**config.mk**
```make
export PLATFORM = sky130hd
export DESIGN_NAME = bcd_addsub_serial_flat
export DESIGN_NICKNAME = d
export VERILOG_FILES = /design/src/rtl/bcd_pkg.sv /design/src/rtl/bcd_addsub_serial_if.sv /design/src/rtl/bcd_digit_cell.sv /design/src/rtl/bcd_addsub_serial.sv /design/src/flat_wrapper.sv
export SDC_FILE = /design/constraint.sdc
export NUM_CORES = 1
export LEC_CHECK = 0
export BUFFER_PORTS_ARGS = -buffer_cell sky130_fd_sc_hd__buf_2
export CAP_MARGIN = 20
export CELL_PAD_IN_SITES_DETAIL_PLACEMENT = 0
export CELL_PAD_IN_SITES_GLOBAL_PLACEMENT = 2
export CORE_ASPECT_RATIO = 0.6
export CORE_UTILIZATION = 37
export CTS_CLUSTER_SIZE = 25
export DETAILED_ROUTE_END_ITERATION = 6
export HOLD_SLACK_MARGIN = 0.03
export PLACE_DENSITY_LB_ADDON = 0.1
export SYNTH_ARGS = -nofsm -noshare
export SYNTH_HDL_FRONTEND = slang
export SYNTH_HIERARCHICAL = 1
export SYNTH_SLANG_ARGS = --single-unit
```
**constraint.sdc**
```tcl
create_clock -name clk -period 11.1 [get_ports clk]
set_input_delay 2.22 -clock clk [delete_from_list [all_inputs] [get_ports clk]]
set_output_delay 2.22 -clock clk [all_outputs]
set_load 0.02 [all_outputs]
```
**src/rtl/bcd_pkg.sv**
```systemverilog
// Shared types, constants and helpers for the serial packed-BCD adder/subtractor.
package bcd_pkg;

  typedef enum logic [1:0] {
    IDLE = 2'd0,
    RUN  = 2'd1,
    DONE = 2'd2
  } state_e;

  localparam logic [3:0] BCD_MAX = 4'd9;
  localparam logic [3:0] BCD_ADJ = 4'd6;

  // Nine's complement of one BCD digit, kept to 4 bits so invalid digits wrap deterministically.
  function automatic logic [3:0] nines_comp(input logic [3:0] d);
    return BCD_MAX - d;
  endfunction

endpackage

```
**src/rtl/bcd_addsub_serial_if.sv**
```systemverilog
// Request/result bundle between an operand source and the serial BCD adder/subtractor.
interface bcd_addsub_serial_if #(
  parameter int DIGITS = 4
);
  localparam int W = 4 * DIGITS;

  logic         start;
  logic         sub;
  logic [W-1:0] a;
  logic [W-1:0] b;
  logic         c_in;
  logic         ready;
  logic         done;
  logic [W-1:0] sum;
  logic         c_out;
  logic         err;

  modport master (
    output start, sub, a, b, c_in,
    input  ready, done, sum, c_out, err
  );

  modport slave (
    input  start, sub, a, b, c_in,
    output ready, done, sum, c_out, err
  );

endinterface

```
**src/rtl/bcd_digit_cell.sv**
```systemverilog
// Single-digit BCD add with decimal correction; reused for every digit position.
module bcd_digit_cell
  import bcd_pkg::*;
(
  input  logic [3:0] a,
  input  logic [3:0] b,
  input  logic       cin,
  output logic [3:0] s,
  output logic       cout
);

  logic [4:0] t;

  // Binary add, then add 6 when the raw sum leaves the decimal range.
  always_comb begin
    t = {1'b0, a} + {1'b0, b} + {4'b0000, cin};
    if (t > {1'b0, BCD_MAX}) begin
      s    = t[3:0] + BCD_ADJ;
      cout = 1'b1;
    end else begin
      s    = t[3:0];
      cout = 1'b0;
    end
  end

endmodule

```
**src/rtl/bcd_addsub_serial.sv**
```systemverilog
// Multi-digit packed-BCD adder/subtractor, one digit per clock, least-significant first.
module bcd_addsub_serial
  import bcd_pkg::*;
#(
  parameter int DIGITS = 4
) (
  input  logic               clk,
  input  logic               rst_n,
  bcd_addsub_serial_if.slave bus
);

  localparam int W     = 4 * DIGITS;
  localparam int CNT_W = (DIGITS > 1) ? $clog2(DIGITS) : 1;
  localparam logic [CNT_W-1:0] CNT_LAST = CNT_W'(DIGITS - 1);

  state_e           state_q, state_d;
  logic [CNT_W-1:0] cnt_q, cnt_d;
  logic [W-1:0]     a_q, a_d;
  logic [W-1:0]     b_q, b_d;
  logic [W-1:0]     res_q, res_d;
  logic [W-1:0]     sum_q, sum_d;
  logic             sub_q, sub_d;
  logic             carry_q, carry_d;
  logic             c_out_q, c_out_d;
  logic             err_q, err_d;

  logic             ready;
  logic             last;
  logic             invalid;
  logic [3:0]       a_dig, b_dig, cell_b, cell_s;
  logic             cell_cout;

  assign last   = (cnt_q == CNT_LAST);
  assign cell_b = sub_q ? nines_comp(b_dig) : b_dig;

  bcd_digit_cell u_cell (
    .a    (a_dig),
    .b    (cell_b),
    .cin  (carry_q),
    .s    (cell_s),
    .cout (cell_cout)
  );

  // Select the captured operand digits addressed by the digit counter.
  always_comb begin
    a_dig = '0;
    b_dig = '0;
    for (int i = 0; i < DIGITS; i++) begin
      if (cnt_q == CNT_W'(i)) begin
        a_dig = a_q[4*i +: 4];
        b_dig = b_q[4*i +: 4];
      end
    end
  end

  // Flag any non-decimal digit in the operands being offered for capture.
  always_comb begin
    invalid = 1'b0;
    for (int i = 0; i < DIGITS; i++) begin
      if (bus.a[4*i +: 4] > BCD_MAX || bus.b[4*i +: 4] > BCD_MAX) begin
        invalid = 1'b1;
      end
    end
  end

  // State register and datapath flops, cleared asynchronously.
  always_ff @(posedge clk or negedge rst_n) begin
    if (!rst_n) begin
      state_q <= IDLE;
      cnt_q   <= '0;
      a_q     <= '0;
      b_q     <= '0;
      res_q   <= '0;
      sum_q   <= '0;
      sub_q   <= 1'b0;
      carry_q <= 1'b0;
      c_out_q <= 1'b0;
      err_q   <= 1'b0;
    end else begin
      state_q <= state_d;
      cnt_q   <= cnt_d;
      a_q     <= a_d;
      b_q     <= b_d;
      res_q   <= res_d;
      sum_q   <= sum_d;
      sub_q   <= sub_d;
      carry_q <= carry_d;
      c_out_q <= c_out_d;
      err_q   <= err_d;
    end
  end

  // Next-state logic: accept in IDLE, walk the digits, pulse DONE once.
  always_comb begin
    state_d = state_q;
    case (state_q)
      IDLE:    if (bus.start) state_d = RUN;
      RUN:     if (last) state_d = DONE;
      DONE:    state_d = IDLE;
      default: state_d = IDLE;
    endcase
  end

  // Datapath: capture on accept, one digit per RUN cycle; the finished result is
  // published on the edge into DONE so sum/c_out are valid while done is high.
  always_comb begin
    cnt_d   = cnt_q;
    a_d     = a_q;
    b_d     = b_q;
    res_d   = res_q;
    sum_d   = sum_q;
    sub_d   = sub_q;
    carry_d = carry_q;
    c_out_d = c_out_q;
    err_d   = err_q;
    case (state_q)
      IDLE: begin
        if (bus.start) begin
          a_d     = bus.a;
          b_d     = bus.b;
          sub_d   = bus.sub;
          carry_d = bus.sub ? ~bus.c_in : bus.c_in;
          err_d   = invalid;
          cnt_d   = '0;
          res_d   = '0;
        end
      end
      RUN: begin
        for (int i = 0; i < DIGITS; i++) begin
          if (cnt_q == CNT_W'(i)) res_d[4*i +: 4] = cell_s;
        end
        carry_d = cell_cout;
        if (last) begin
          cnt_d   = '0;
          sum_d   = res_d;
          c_out_d = sub_q ? ~cell_cout : cell_cout;
        end else begin
          cnt_d = cnt_q + 1'b1;
        end
      end
      default: ;
    endcase
  end

  // Outputs: handshake decoded from state, results straight from their registers.
  always_comb begin
    ready     = (state_q == IDLE);
    bus.ready = ready;
    bus.done  = (state_q == DONE);
    bus.sum   = sum_q;
    bus.c_out = c_out_q;
    bus.err   = err_q;
  end

endmodule

```
**src/flat_wrapper.sv**
```systemverilog
// flat-port wrapper written by rule: the top's interface ports become plain ports
module bcd_addsub_serial_flat import bcd_pkg::*;
#(
  parameter int DIGITS = 4
)
  (clk, rst_n, bus_start, bus_sub, bus_a, bus_b, bus_c_in, bus_ready, bus_done, bus_sum, bus_c_out, bus_err);
  bcd_addsub_serial_if #(.DIGITS(DIGITS)) bus_i ();
  input  logic clk;
  input  logic rst_n;
  input wire logic [$bits(bus_i.start)-1:0] bus_start;
  input wire logic [$bits(bus_i.sub)-1:0] bus_sub;
  input wire logic [$bits(bus_i.a)-1:0] bus_a;
  input wire logic [$bits(bus_i.b)-1:0] bus_b;
  input wire logic [$bits(bus_i.c_in)-1:0] bus_c_in;
  output wire logic [$bits(bus_i.ready)-1:0] bus_ready;
  output wire logic [$bits(bus_i.done)-1:0] bus_done;
  output wire logic [$bits(bus_i.sum)-1:0] bus_sum;
  output wire logic [$bits(bus_i.c_out)-1:0] bus_c_out;
  output wire logic [$bits(bus_i.err)-1:0] bus_err;
  assign bus_i.start = bus_start;
  assign bus_i.sub = bus_sub;
  assign bus_i.a = bus_a;
  assign bus_i.b = bus_b;
  assign bus_i.c_in = bus_c_in;
  assign bus_ready = bus_i.ready;
  assign bus_done = bus_i.done;
  assign bus_sum = bus_i.sum;
  assign bus_c_out = bus_i.c_out;
  assign bus_err = bus_i.err;
  bcd_addsub_serial #(.DIGITS(DIGITS)) u_core (.clk(clk), .rst_n(rst_n), .bus(bus_i));
endmodule
```
## Word-level counts from Yosys, hierarchy flattened

Index checks and enable logic that the tools add are counted.

- Flip-flop bits (word level): 72
- Output and inout port bits: 20
- Word-level logic and storage cells: 75

- $add $sub $neg: 5
- $lt $le $gt $ge: 9
- Equality and inequality tests: 7
- Mux-type cells: 31
- Bitwise gates (word level): 2
- Reductions and logical operators: 11

Operators with widths:

| kind | number |
|---|---|
| 2-to-1 mux 4 bit | 14 |
| greater-than comparator 4 bit, second input constant | 8 |
| one-hot mux 16 bit (2 select lines) | 1 |
| 2-to-1 mux 16 bit | 1 |
| 2-to-1 mux 1 bit | 8 |
| 2-to-1 mux 2 bit | 4 |
| one-hot mux 2 bit (2 select lines) | 2 |
| AND reduction 2 bit | 4 |
| equality test 2 bit, second input constant | 3 |
| adder 4 x 4 -> 5 bit | 1 |
| adder 5 x 1 -> 5 bit | 1 |
| greater-than comparator 5 x 4 -> 1 bit, second input constant | 1 |
| adder 4 x 3 -> 4 bit, second input constant | 1 |
| equality test 2 x 1 -> 1 bit, second input constant | 2 |
| logical NOT 2 bit | 2 |
| logical OR 1 bit | 4 |
| subtractor 4 bit, first input constant | 1 |
| adder 2 x 1 -> 2 bit, second input constant | 1 |
| != test 2 x 1 -> 1 bit, second input constant | 1 |
| != test 2 bit, second input constant | 1 |
| inverter 1 bit | 2 |
| one-hot mux 1 bit (2 select lines) | 1 |
| nonzero test 2 bit | 1 |

## Logic depth before layout (Yosys ltp)

- Depth in word-level cells: 13
- Depth in mapped cells: 20
- Depth with buffers taken out: 17

## Modules after synthesis

Netlist, hierarchy kept.

Modules (own cells, without submodules):

| module | times used | cells an instance | area each (um2) | sequential area each (um2) |
|---|---|---|---|---|
| bcd_addsub_serial | 1 | 334 | 3,169.3 | 1,701.6 |
| bcd_digit_cell | 1 | 22 | 211.5 | 0.0 |

## Worst setup path after synthesis

OpenSTA, ideal clock, no wires.

- Path type: flip-flop to flip-flop
- Start point: register u_core.cnt_q[0]
- End point: register u_core.sum_q[10], in the netlist u_core/bus.sum[10]
- Arrival time: 3.889 ns
- Required time: 11.017 ns
- Path slack: 7.129 ns
- Stages on the path, launching flop included: 19
- Period minus slack after synthesis: 3.971 ns
- Cell sequence: dfrtp_1 -> inv_1 -> ha_1 -> buf_6 -> nor2b_4 -> buf_6 -> a221oi_2 -> o31ai_2 -> xor2_1 -> fa_1 -> fa_1 -> xnor2_1 -> ha_1 -> a31o_1 -> o31ai_4 -> mux2i_1 -> clkbuf_1 -> mux2i_1 -> o21ai_0

- Word-level cells in the longest chain between the ends: 12
- Elaborated cells between the ends (all ways): 21

RTL lines:

| what | RTL line | text |
|---|---|---|
| start, declared | bcd_addsub_serial.sv:17 | `logic [CNT_W-1:0] cnt_q, cnt_d;` |
| start signal, assigned | bcd_addsub_serial.sv:81 | `cnt_q <= cnt_d;` |
| logical NOT 2 bit | bcd_addsub_serial.sv:49 | `if (cnt_q == CNT_W'(i)) begin` |
| 2-to-1 mux 4 bit (3 in a row) | bcd_addsub_serial.sv:49 |  |
| 2-to-1 mux 4 bit * | bcd_addsub_serial.sv:49 |  |
| subtractor 4 bit | bcd_pkg.sv:15 | `return BCD_MAX - d;` |
| 2-to-1 mux 4 bit * | bcd_addsub_serial.sv:34 | `assign cell_b = sub_q ? nines_comp(b_dig) : b_dig;` |
| named net u_core.cell_b[0] | bcd_addsub_serial.sv:30 | `logic [3:0] a_dig, b_dig, cell_b, cell_s;` |
| adder 4 x 4 -> 5 bit * | bcd_digit_cell.sv:16 | `t = {1'b0, a} + {1'b0, b} + {4'b0000, cin};` |
| adder 5 x 1 -> 5 bit * | bcd_digit_cell.sv:16 |  |
| adder 4 x 3 -> 4 bit / greater-than comparator 5 x 4 -> 1 bit (equally long branches) | bcd_digit_cell.sv:18, bcd_digit_cell.sv:17 |  |
| 2-to-1 mux 4 bit * | bcd_digit_cell.sv:17 | `if (t > {1'b0, BCD_MAX}) begin` |
| named net u_core.cell_s[2] | bcd_addsub_serial.sv:30 |  |
| 2-to-1 mux 4 bit * | bcd_addsub_serial.sv:130 | `if (cnt_q == CNT_W'(i)) res_d[4*i +: 4] = cell_s;` |
| end signal, assigned | bcd_addsub_serial.sv:85 | `sum_q <= sum_d;` |
| end, declared | bcd_addsub_serial.sv:21 | `logic [W-1:0] sum_q, sum_d;` |

The timed path passes the listed nets; every way through them passes the cells marked *.
A chain may end at the register's enable or synchronous reset.

## Final worst setup path

- Start point: register u_core.cnt_q[1]
- End point: register u_core.sum_q[2], in the netlist u_core/bus.sum[2]

The elaborated chain is that of the path after synthesis.

==> results.yml <==
cts:
  ctsHoldBuffers: 0
  postCtsSetupRepairBufs: 0
  cts.sinks: 68
  cts_root_buffer: "clkbuf_16"
  clk_latency_ns: 0.33
  clock_path_buffers: 2
  numCtsBuffers: 9
  h-tree-depth: 3
  path_clk_slew_ns: 0.06
  cts_tree: "yes"
  cts_resized: 0
worst_setup_path:
  critPathMaxFanout: 18
  worst_setup_path_start_kind: "flip-flop"
  rrSetupSlack_ns: 6.13
  arrival_ns: 5.21
  r2r-end: "u_core/bus.sum[2]$_DFFE_PN0P_"
  r2r_cells: 15
  reg2reg_from: "u_core/cnt_q[1]$_DFFE_PN0P_"
  worstPathRequired_ns: 11.34
  endpoint_kind: "flip-flop"
  crit_type: "reg2reg"
floorplan:
  rows: 26
  start_util_pct: 38.9
  die_h_um: 76.0
  core-area_um2: 8690
  io_pins: 57
  dieArea_um2: 9540
  die_w_um: 125
sta:
  fin_ws_ns: 6.13
  setup_viol: 0
  fin_skew_ns: 0.00576
  fin_crit_ns: 4.97
  period_share_pct: 44.7
  max_slew_margin_pct: 32.9
  final-hold-violation-count: 0
  rsz0062_at_grt: "false"
  slew_viol_final: 0
  fin_setup_tns_ns: 0
  worst_slew_pin_slew_ns: 1.01
  fmax_mhz: 201
logic_synthesis:
  synth_simple_gate_area_share_pct: 19.4
  synth.avg_cell_area_um2: 9.50
  synth_compound_area_share_pct: 15.4
  synth-seq-cells: 68
  ys.flop_type: "dfrtp_1"
  syn_nets: 404
  netlist-cell-type-count: 42
  ys_warn_count: 6
  muxShareOfSynthArea_pct: 4.15
  synthArstFlopShare_pct: 100
  synth_edf_count: 0
  synth_adder_area_share_pct: 4.52
  syn_area_um2: 3380
  synth_xor_area_share_pct: 1.55
  ys_seq_area_share_pct: 50.3
  syn_inst: 356
  synth_top_family_by_area: "simple AND/OR/NAND/NOR gates"
placement:
  io_buffers: 56
  dp_slack_ns: 6.17
  place_congestion: 0.722
  dpl.hpwl_um: 5890
worst_hold_path:
  min_path_type: "reg2reg"
  hold_depth: 2
  hp-start: "u_core/bus.err$_DFFE_PN0P_"
  whs_endpoint: "u_core/bus.err$_DFFE_PN0P_"
final_layout:
  nets: 450
  antennaDiodeCount: 0
  fillers: 854
  multi_input_area_um2: 1530
  syn_to_final_growth_pct: 22.5
  layout-drive-gt1-share_pct: 22.1
  final-seq-area_um2: 1700
route:
  via_count: 2668
  wl_um: 8350
  antenna_left: 0
  drt-pass1-iter-count: 6
  via_per_inst: 5.14
  drc: 0
  drt-initial-drc-count: 157
  wl_per_cell_um: 16.1
global_routing:
  overflow: 0
  antenna_found_initial: 0
  first_global_vias: 2692
  grt_start_max_net_pins: 69
  track_usage_pct: 19.5
  grt_pass1_wl_um: 14200
job:
  maxCapViolCount: 0
outcome:
  status: "completed"
stage by stage:
| stage | instances | instance area [um2] | hold slack, ns | util, % |
|---|---|---|---|---|
| final | 519 | 4140 | 0.459 | 47.7 |
| after global routing | 519 | 4140 | 0.495 | 47.7 |
| after CTS | 519 | 4140 | 0.467 | 47.7 |
| after detailed placement | 503 | 3710 | 0.454 | 42.7 |
| after global placement | 503 | 3710 | 0.452 | 42.7 |
| after floorplan | 356 | 3380 | 0.446 | - |
critical path: stages, from the launching register on:
cell	delay (ns)
dfrtp_1	0.40
inv_1	0.11
ha_1	0.73
nor2b_4	0.16
a221oi_2	0.31
o31ai_2	0.11
xor2_1	0.18
fa_1	0.44
fa_1	0.43
xnor2_1	0.18
ha_1	0.25
a31o_1	0.24
o31ai_4	0.35
mux2i_1	0.65
mux2i_1	0.16
o21ai_0	0.18
logic make-up after synthesis:
kind of cell               count (synthesis)
AOI/OAI and AO/OA                         68
xor gates and xnor gates                   6
adders and majority gates                 11
buffers and inverters                     32
DFF                                       68
muxes                                     14
and+or+nand+nor                          157
cells in the final DEF, fill, tap and decap left out, types with 7 or more instances in the layout:
cell type	count
nor2b_1	10
buf_2	56
nand2_1	133
o21ai_0	25
bufinv_16	7
a32o_1	12
mux2i_1	14
clkbuf_16	9
ha_1	9
dfrtp_1	68
sequential cells by signal, summed over array words and instances, names as in the netlist:
name	count
u_core/sub_q	1
u_core/state_q	2
u_core/bus.sum	16
u_core/cnt_q	2
u_core/carry_q	1
u_core/res_q	12
u_core/b_q	16
u_core/a_q	16
u_core/bus.c_out	1
u_core/bus.err	1
cell type report:
| class | count | share of cell area (%) |
|---|---|---|
| tap | 112 | 3.38 |
| clock buffer | 9 | 5.44 |
| timing repair buffer | 60 | 7.49 |
| sequential | 68 | 41.1 |
| inverter | 7 | 0.634 |
| clock inverter | 7 | 5.07 |
| multi-input combinational | 256 | 36.9 |
cell usage after synthesis (2+ instances only):
| library cell | instances | area [um2] |
|---|---|---|
| clkbuf_1 | 12 | 45.0 |
| nand2_1 | 133 | 499 |
| nor2b_1 | 10 | 62.6 |
| a32o_1 | 12 | 120 |
| ha_1 | 9 | 113 |
| xnor2_1 | 5 | 43.8 |
| nor2_1 | 3 | 11.3 |
| mux2i_1 | 14 | 140 |
| buf_2 | 9 | 45.0 |
| o31ai_1 | 6 | 45.0 |
| inv_1 | 6 | 22.5 |
| fa_1 | 2 | 40.0 |
| buf_6 | 2 | 22.5 |
| o21ai_2 | 3 | 26.3 |
| a221o_1 | 2 | 20.0 |
| a21oi_1 | 5 | 25.0 |
| dfrtp_1 | 68 | 1700 |
| o21ai_0 | 25 | 125 |
| a221oi_2 | 2 | 30.0 |
| nand4_1 | 2 | 12.5 |
| a221oi_1 | 5 | 43.8 |
layer usage:
metal / share of wire, % / vias up / global-route usage [%]
met3: 3.4 / 13 / 5.41
met5: 0 / - / 0
met1: 55 / 1305 / 29.2
li1: - / 1300 / -
met2: 40 / 50 / 26.9
met4: 1.3 / 0 / 6.22
how the worst max path moves through the flow:
stage / cells after the start / slack [ns] / to / from
global route: 15 / 5.77 / u_core/bus.sum[6]$_DFFE_PN0P_ / u_core/cnt_q[1]$_DFFE_PN0P_
floorplan: 18 / 7.13 / u_core/bus.sum[10]$_DFFE_PN0P_ / u_core/cnt_q[0]$_DFFE_PN0P_
finish: 15 / 6.13 / u_core/bus.sum[2]$_DFFE_PN0P_ / u_core/cnt_q[1]$_DFFE_PN0P_
global placement: 15 / 6.38 / u_core/bus.sum[2]$_DFFE_PN0P_ / u_core/cnt_q[1]$_DFFE_PN0P_
CTS: 15 / 6.12 / u_core/bus.sum[2]$_DFFE_PN0P_ / u_core/cnt_q[1]$_DFFE_PN0P_
detailed placement: 15 / 6.17 / u_core/bus.sum[2]$_DFFE_PN0P_ / u_core/cnt_q[1]$_DFFE_PN0P_
Power is left out: the tool's default activity adds up to more than one toggle a clock period on the data nets, which glitch-free logic cannot reach.
